## config.mk

```make
export PLATFORM = sky130hd
export DESIGN_NAME = traffic_light
export DESIGN_NICKNAME = d
export VERILOG_FILES = /design/src/rtl/traffic_light.sv
export SDC_FILE = /design/constraint.sdc
export NUM_CORES = 1
export LEC_CHECK = 0
export ABC_CLOCK_PERIOD_IN_PS = 2600
export BUFFER_PORTS_ARGS = -buffer_cell sky130_fd_sc_hd__buf_2
export CAP_MARGIN = 20
export CORE_ASPECT_RATIO = 0.5
export CORE_MARGIN = 5
export CORE_UTILIZATION = 45
export DETAILED_ROUTE_END_ITERATION = 16
export MAX_ROUTING_LAYER = met4
export PLACE_DENSITY = 0.64
export SLEW_MARGIN = 5
export SYNTH_ARGS = -nofsm -noshare
export SYNTH_HDL_FRONTEND = slang
export SYNTH_SLANG_ARGS = --single-unit
```

## constraint.sdc

```tcl
create_clock -name clk -period 2.6 [get_ports clk]
set_input_delay 0.26 -clock clk [delete_from_list [all_inputs] [get_ports clk]]
set_output_delay 0.26 -clock clk [all_outputs]
set_load 0.01 [all_outputs]
```

## src/rtl/traffic_light.sv

```systemverilog
// Registered lamp driver for one signal head: decodes the 2-bit lamp code
// into one-hot red/yellow/green, with a self-timed flashing-yellow mode.
`timescale 1ns/1ps

module traffic_light #(
  parameter int FLASH_HALF = 25_000_000
) (
  input  logic       clk,
  input  logic       reset,
  input  logic [1:0] state,
  output logic       green,
  output logic       yellow,
  output logic       red
);

  localparam int CNT_W = (FLASH_HALF > 1) ? $clog2(FLASH_HALF) : 1;
  localparam logic [CNT_W-1:0] CNT_MAX = CNT_W'(FLASH_HALF - 1);

  typedef enum logic [1:0] {
    CODE_RED    = 2'd0,
    CODE_YELLOW = 2'd1,
    CODE_GREEN  = 2'd2,
    CODE_FLASH  = 2'd3
  } lamp_code_t;

  typedef enum logic {
    MODE_STEADY = 1'b0,
    MODE_FLASH  = 1'b1
  } mode_t;

  lamp_code_t       code;
  mode_t            mode, mode_nxt;
  logic [CNT_W-1:0] blink_cnt, blink_cnt_nxt;
  logic             red_nxt, yellow_nxt, green_nxt;

  assign code = lamp_code_t'(state);

  always_ff @(posedge clk or posedge reset) begin
    if (reset) begin
      mode      <= MODE_STEADY;
      blink_cnt <= '0;
      red       <= 1'b1;
      yellow    <= 1'b0;
      green     <= 1'b0;
    end else begin
      mode      <= mode_nxt;
      blink_cnt <= blink_cnt_nxt;
      red       <= red_nxt;
      yellow    <= yellow_nxt;
      green     <= green_nxt;
    end
  end

  // Any code other than flash drops back to steady mode with the counter
  // cleared, so the next flash entry always starts in the lit half.
  always_comb begin
    mode_nxt      = MODE_STEADY;
    blink_cnt_nxt = '0;
    red_nxt       = 1'b0;
    yellow_nxt    = 1'b0;
    green_nxt     = 1'b0;
    case (code)
      CODE_YELLOW: yellow_nxt = 1'b1;
      CODE_GREEN:  green_nxt  = 1'b1;
      CODE_FLASH: begin
        mode_nxt = MODE_FLASH;
        if (mode == MODE_STEADY) begin
          yellow_nxt = 1'b1;
        end else if (blink_cnt == CNT_MAX) begin
          yellow_nxt = ~yellow;
        end else begin
          yellow_nxt    = yellow;
          blink_cnt_nxt = blink_cnt + 1'b1;
        end
      end
      default:     red_nxt    = 1'b1;
    endcase
  end

endmodule

```

======== Word level (Yosys, flattened, before mapping) ========
Index checks and enable logic that the tools add are counted.
storage, ports and cells
  register bits ........................... 29
  bits in read-only memories .............. 0
  output and inout port bits .............. 3
  RAM bits ................................ 0
  latch bits .............................. 0
  memories ................................ 0
cells by class
  add/subtract/negate cells ............... 1
  eq/ne operators ......................... 5
  reductions and logical operators ........ 1
  multiplexer cells ....................... 9
  divide/modulo/power cells ............... 0
  shift operators ......................... 0
  bitwise logic cells ..................... 1
  $mul .................................... 0
  order comparisons ....................... 0
operators by type and width
  kind                     count
  $mux W25                 3
  $add A25 B1 Y25 const B  1
  $eq A25 B25 Y1 const B   1
  $mux W1                  5
  $eq A2 B2 Y1 const B     2
  $ne A3 B3 Y1 const B     1
  $reduce_or A3 Y1         1
  $eq A2 B1 Y1 const B     1
  $pmux W1 S2              1
  $not A1 Y1               1

======== Depth between registers and ports, before layout ========
Gate-level depths: netlist (run 1).
  word-level depth ........................ 4
  gate-level depth with buffers ........... 6
  gate-level depth less buffers ........... 5

======== Least setup slack after synthesis (run 1) ========
Ideal clock, no wire load.
  kind .................................... register to register
  start ................................... reg blink_cnt[0]
  end ..................................... reg blink_cnt[22]
  setup slack ............................. 0.639 ns
  required time ........................... 2.522 ns
  stages on the path, launching flop included .. 7
  path buffers ............................ 1
  arrival ................................. 1.883 ns
  cell sequence ........................... dfrtp_1 ha_1 nand2_1 or4_4 buf_6 or4_1 a21oi_1
between the ends
  word-level cells in the longest chain between the ends .. 4
  elaborated cells on any way between the ends .. 5
  classes of those cells .................. 1 x add/sub; 1 x eq/ne; 3 x mux
ends and longest elaborated chain
  what                                               line    source
  start, declared                                    33      logic [CNT_W-1:0] blink_cnt, blink_cnt_nxt;
  start signal, assigned                             47      blink_cnt <= blink_cnt_nxt;
  $add A25 B1 Y25 or $eq A25 B25 Y1 (tied branches)  73, 69
  $mux W25 (*)                                       69      end else if (blink_cnt == CNT_MAX) begin
  $mux W25 (*)                                       67      if (mode == MODE_STEADY) begin
  $mux W25 (*)                                       62      case (code)
  via blink_cnt_nxt[22]                              33
Mark *: on every way through the listed nets, which the timed path passes. The rest lies on a longest branch.
A chain may end at the register's enable or synchronous reset.

======== Final worst setup path (run 1) ========
  start ................................... reg blink_cnt[0]
  end ..................................... reg blink_cnt[24]
Same word-level chain as after synthesis.

==> metrics.txt, run 1 <==
run status completed; overall die height 50.28 um; largest net degree at the start of global routing 30; crit-path max FO 13; sequential area share after synthesis 0.4979; Max Buffers Root-to-Sink 2; remaining antenna violation count 0; WP data arrival 2.30 ns; Mapped Area 0.001460 mm2; layout cells sized above 1 0.1235; syn_area_per_cell 9.734 um2; P&R area growth vs syn 10.37%; fillers 281; largest family of logic cells by synthesized area simple AND/OR/NAND/NOR gates; critical path class flop to flop; vias in the first global route 1,019; total negative slack 0 ns; achievable frequency 476.2 MHz; clock buffer count from CTS 5; routed wire length 2.854 mm; Hold WC Path Type primary input to async pin; Buf+Inv Stages, Crit Path 0; number of top-level pins 7; routability cong. 0.8233; I/O Buffers 6; Setup Buffers After CTS 0; clk slew on worst S/H paths 0.06 ns; Register Area 726.9 um2; DP HPWL 2.029 mm; final hold vios 0; final std cells w/o fill 202; RSZ-0062 raised after global routing no; register-to-register setup slack 0.50 ns; die area 0.004553 mm2; Worst Max-Slew Pin Slew 0.5246 ns; crit-path leading delay family simple AND/OR/NAND/NOR gates; multiplexer area fraction after synthesis 0; routed vias/inst 5.574; CP required 2.80 ns; max incr delay on CP 0.61 ns; CTS Hold Bufs 0; xor/xnor cell area share of the yosys netlist 0.06598; fin crit share 0.8076; power density over the cells 520.3 mW/mm2; crit path time final 2.100 ns; Final Total Pwr 0.8385 mW; CP max stage cell or4_4; synth warn 0; cell count after synthesis 150; ys flop type dfrtp_1; Total GRT Usage 0.1453; Net Count, Synth 155; Distinct cells, synth 32; Seq cells post-synth 29; final setup fails 0; Rel. slew slack 0.6502; CTS tree done; core area 0.003048 mm2; CP Cell Sequence ha_1, nand2_1, or4_4, or4_1, a21oi_1; clk root buf clkbuf_8; share of synthesized registers carrying an async set or reset 1.000; Critical Path Sink Type flop; post-CTS sizing 0; Static Leakage 0.6019 nW; Startpoint Class flop; Synth Area in Adders 0.008569; dpl cells 194; grt ovf 0; Max Cap Violations 0; DRT iter0 DRCs 91; H-tree lvl count 2; iteration count of the initial detailed-routing pass 6; num rows 14; post-DR wirelength/cell 14.13 um; clk sinks 29; Starting Density 0.4791; area of the multi-input gates 691.9 um2; initial antenna violation count 0; VDD IR max 260.7 uV; first-pass GRT wire length 5.023 mm; Slew Limit Fails 0; simple-gate share of the synthesized area 0.2811; most frequent cells in the layout dfrtp_1, nor2_1, nand2_1, a21oi_1, xnor2_1; Clock Skew 0.008386 ns; Compound-Gate Fraction of Synth Area 0.1183; via count 1,126; most common cell after layout, fill and taps aside dfrtp_1; fin nets 166; Ant. Diodes 0; DRC 0; number of synthesized flops with an enable pin 0; Clock Latency Late Sink 0.28 ns; DIE WIDTH 90.56 um
==> per-layer routing <==
layer	wire length, um	GRT usage
met3	123	0.04925
met5	0	-
met4	51	0.06683
met1	1500	0.2031
met2	1177	0.1855
==> through the flow <==
step	hold WS, ns	utilization	setup slack, ns	area (um2)
3_5_place_dp	0.3484	0.5016	0.5242	1529
4_1_cts	0.04580	0.5287	0.5091	1612
3_3_place_gp	0.3435	0.5016	0.5927	1529
6_report	0.02909	0.5287	0.5002	1612
5_1_grt	0.08229	0.5287	0.3941	1612
2_1_floorplan	0.2873	-	0.6391	1460
==> cell families (layout without fill, tap and decap cells) <==
| logic type | count (synthesis) | after routing |
|---|---|---|
| and+or+nand+nor | 72 | 72 |
| DFF | 29 | 29 |
| AOI/OAI and AO/OA | 28 | 28 |
| xor gates and xnor gates | 11 | 11 |
| buffers and inverters | 9 | 21 |
| adders and majority gates | 1 | 1 |
==> registers in the layout (all words and copies together) (netlist names) <==
register and count:
red 1, mode 1, green 1, yellow 1
blink_cnt 25
==> cells in the mapped netlist (2+ instances only) <==
master	instances	area (um2)
and4_1	3	26.28
nor3_1	3	15.01
and2_1	3	18.77
clkbuf_1	2	7.510
a21oi_1	11	55.05
a211oi_1	3	22.52
or3_1	5	31.28
nand4_1	4	25.02
nor4_1	3	18.77
o21ai_0	5	25.02
inv_1	6	22.52
or4_1	7	52.55
nand3_1	6	30.03
xor2_1	3	26.28
xnor2_1	8	70.07
nor2_1	17	63.81
dfrtp_1	28	700.7
o31ai_1	7	52.55
nand2_1	13	48.80
==> where the power goes <==
group | internal, mW | switching, mW
registers | 0.456 | 0.00232
logic | 0.00735 | 0.0178
clock network | 0.185 | 0.170
==> final cells by class <==
cell class | count | area share
Multi-Input combinational cell | 112 | 0.4293
Timing Repair Buffer | 7 | 0.02329
Clock inverter | 2 | 0.006211
Sequential cell | 29 | 0.4511
Inverter | 6 | 0.01398
Clock buffer | 6 | 0.04503
Tap cell | 40 | 0.03106
==> worst paths after layout <==
path,endpoint,startpoint,cells past startpoint
setup / recovery,blink_cnt[24],blink_cnt[0],5
hold / removal,blink_cnt[4],reset,3
setup reg to reg,blink_cnt[24],blink_cnt[0],5
hold reg to reg,blink_cnt[0],blink_cnt[0],1
max in group asynchronous,red,reset,3
min in group clk,red,state[0],2
==> worst min-delay path, stage by stage <==
cell and delay, ns:
buf_2 0.09, inv_1 0.04, buf_4 0.32
Note: power is estimated with default switching activity, not from simulation.
==> inputs of run 2 (changes only) <==
ABC_CLOCK_PERIOD_IN_PS = 1900   (was 2600)
PLACE_DENSITY = 0.67   (was 0.64)
clock period = 1.9 ns   (was 2.6 ns; I/O delays follow)
==> run 2 against run 1 <==
  * Maximum frequency increased by 12%
  * Utilization increased by 9.9 points
  * Sequential cell count unchanged
  * Combinational power grew 71%
  * Global-route usage increased by 2.3 points
  * Final cell count increased by 13%
  * Via count up 15%
  * Hold slack improved by 0.043 ns
  * Non-clock buffer count increased by 26
  * Critical path depth stayed put
  * Die area unchanged
==> metrics.txt, run 2 (same netlist as run 1, synthesis figures left out) <==
Slew Limit Fails 0; DP HPWL 2.283 mm; grt ovf 0; overall die height 50.28 um; largest reg by FF count blink_cnt; Startpoint Class flop; layout cells sized above 1 0.3280; vias in the first global route 1,226; crit-path max FO 5; most used cell, CP or4_4; first-pass GRT wire length 5.892 mm; Final Total Pwr 1.156 mW; via count 1,295; H-tree lvl count 2; I/O Buffers 6; number of top-level pins 7; RSZ-0062 raised after global routing yes; max reg flops 25; Max Cap Violations 0; initial antenna violation count 0; Hold WC Path Type primary input to flop; Max Buffers Root-to-Sink 2; Worst Max-Slew Pin Slew 0.4129 ns; clk root buf clkbuf_8; CP max stage cell or4_4; Critical Path Sink Type flop; fin nets 193; most common cell after layout, fill and taps aside dfrtp_1; WP data arrival 2.09 ns; iteration count of the initial detailed-routing pass 4; fin crit share 0.9909; Ant. Diodes 0; Clock Latency Late Sink 0.28 ns; Static Leakage 0.7402 nW; core area 0.003048 mm2; fillers 257; total negative slack 0 ns; Starting Density 0.4791; clock buffer count from CTS 5; achievable frequency 531.2 MHz; critical path class flop to flop; largest net degree at the start of global routing 25; VDD IR max 455.5 uV; power density over the cells 604.0 mW/mm2; DRT iter0 DRCs 64; crit path time final 1.883 ns; die area 0.004553 mm2; remaining antenna violation count 0; num rows 14; Clock Skew 0.002192 ns; Rel. slew slack 0.7245; most frequent cells in the layout dfrtp_1, buf_4, nor2_1, nand2_1, xnor2_1; CP Cell Sequence ha_2, nand2_2, or4_4, or4_4, a21oi_2; final hold vios 0; CP required 2.11 ns; DRC 0; routed wire length 3.561 mm; max incr delay on CP 0.56 ns; clk sinks 29; routability cong. 0.8516; CTS tree done; post-DR wirelength/cell 15.55 um; routed vias/inst 5.655; run status completed; P&R area growth vs syn 31.02%; Total GRT Usage 0.1679; clk slew on worst S/H paths 0.06 ns; final setup fails 0; DIE WIDTH 90.56 um
-- run 2: cell count changes in the layout (fill, tap and decap cells not counted), moves of 2 or more --
| cell | delta |
|---|---|
| a21oi_1 | -6 |
| a21oi_2 | +6 |
| buf_4 | +23 |
| clkbuf_1 | +2 |
| clkinv_2 | -2 |
| o31ai_1 | -2 |
| or4_1 | -4 |
| or4_4 | +5 |
-- run 2: worst max-delay path, delay by kind of cell, from the launching register on --
kind            cells  cell delay [ns]
flops               1             0.35
fa+ha+maj           1             0.19
compound gates      1             0.14
simple gates        3             1.13
-- run 2: area by class of cell --
cell class,count,area (um2),share of cell area
multi-input cells,113,780.7,0.4081
flip-flops and latches,29,728.2,0.3806
repair buffers,33,251.5,0.1315
clock buffers,8,80.08,0.04186
well taps,40,50.05,0.02616
inverters,6,22.52,0.01177
-- run 2: stage by stage --
stage / hold WS (ns) / area, um2 / worst slack, ns / instances / utilization
3_5_place_dp: 0.1881 / 1687 / -0.03084 / 213 / 0.5534
5_1_grt: 0.09499 / 1913 / -0.03616 / 229 / 0.6277
6_report: 0.07213 / 1913 / 0.01736 / 229 / 0.6277
4_1_cts: 0.07078 / 1803 / 0.003293 / 223 / 0.5915
3_3_place_gp: 0.1784 / 1687 / 0.03717 / 213 / 0.5534
2_1_floorplan: 0.2173 / 1463 / -0.03032 / 150 / -
-- run 2: path summary, 6_finish.rpt --
kind | start | endpoint | slack [ns] | cells past startpoint
setup / recovery | blink_cnt[0] | blink_cnt[18] | 0.02 | 5
min in group asynchronous | reset | blink_cnt[22] | 0.44 | 3
max in group asynchronous | reset | red | 0.87 | 4
hold reg to reg | blink_cnt[0] | blink_cnt[0] | 0.53 | 2
setup reg to reg | blink_cnt[0] | blink_cnt[18] | 0.02 | 5
hold / removal | state[0] | red | 0.07 | 2
-- run 2: timing repair --
item,in CTS,in global routing
hold buffers,1,0
endpoints found under the setup margin,4,8
resized for setup,5,15
setup buffers,0,6
gates cloned,1,0
hold endpoints to repair,8,0
pin swaps,4,10
-- run 2: routing by layer --
metal	GRT usage	wire, um
met2	0.2410	1623
met4	0.05446	21
met1	0.2259	1768
met5	-	0
met3	0.05224	147
-- run 2: report_power, final --
group | leakage [nW] | switching, mW | total, mW | internal, mW
Sequential | 0.396 | 0.00290 | 0.627 | 0.624
Clock | 0.0395 | 0.226 | 0.486 | 0.260
Combinational | 0.305 | 0.0273 | 0.0428 | 0.0154
Total | 0.740 | 0.257 | 1.16 | 0.899
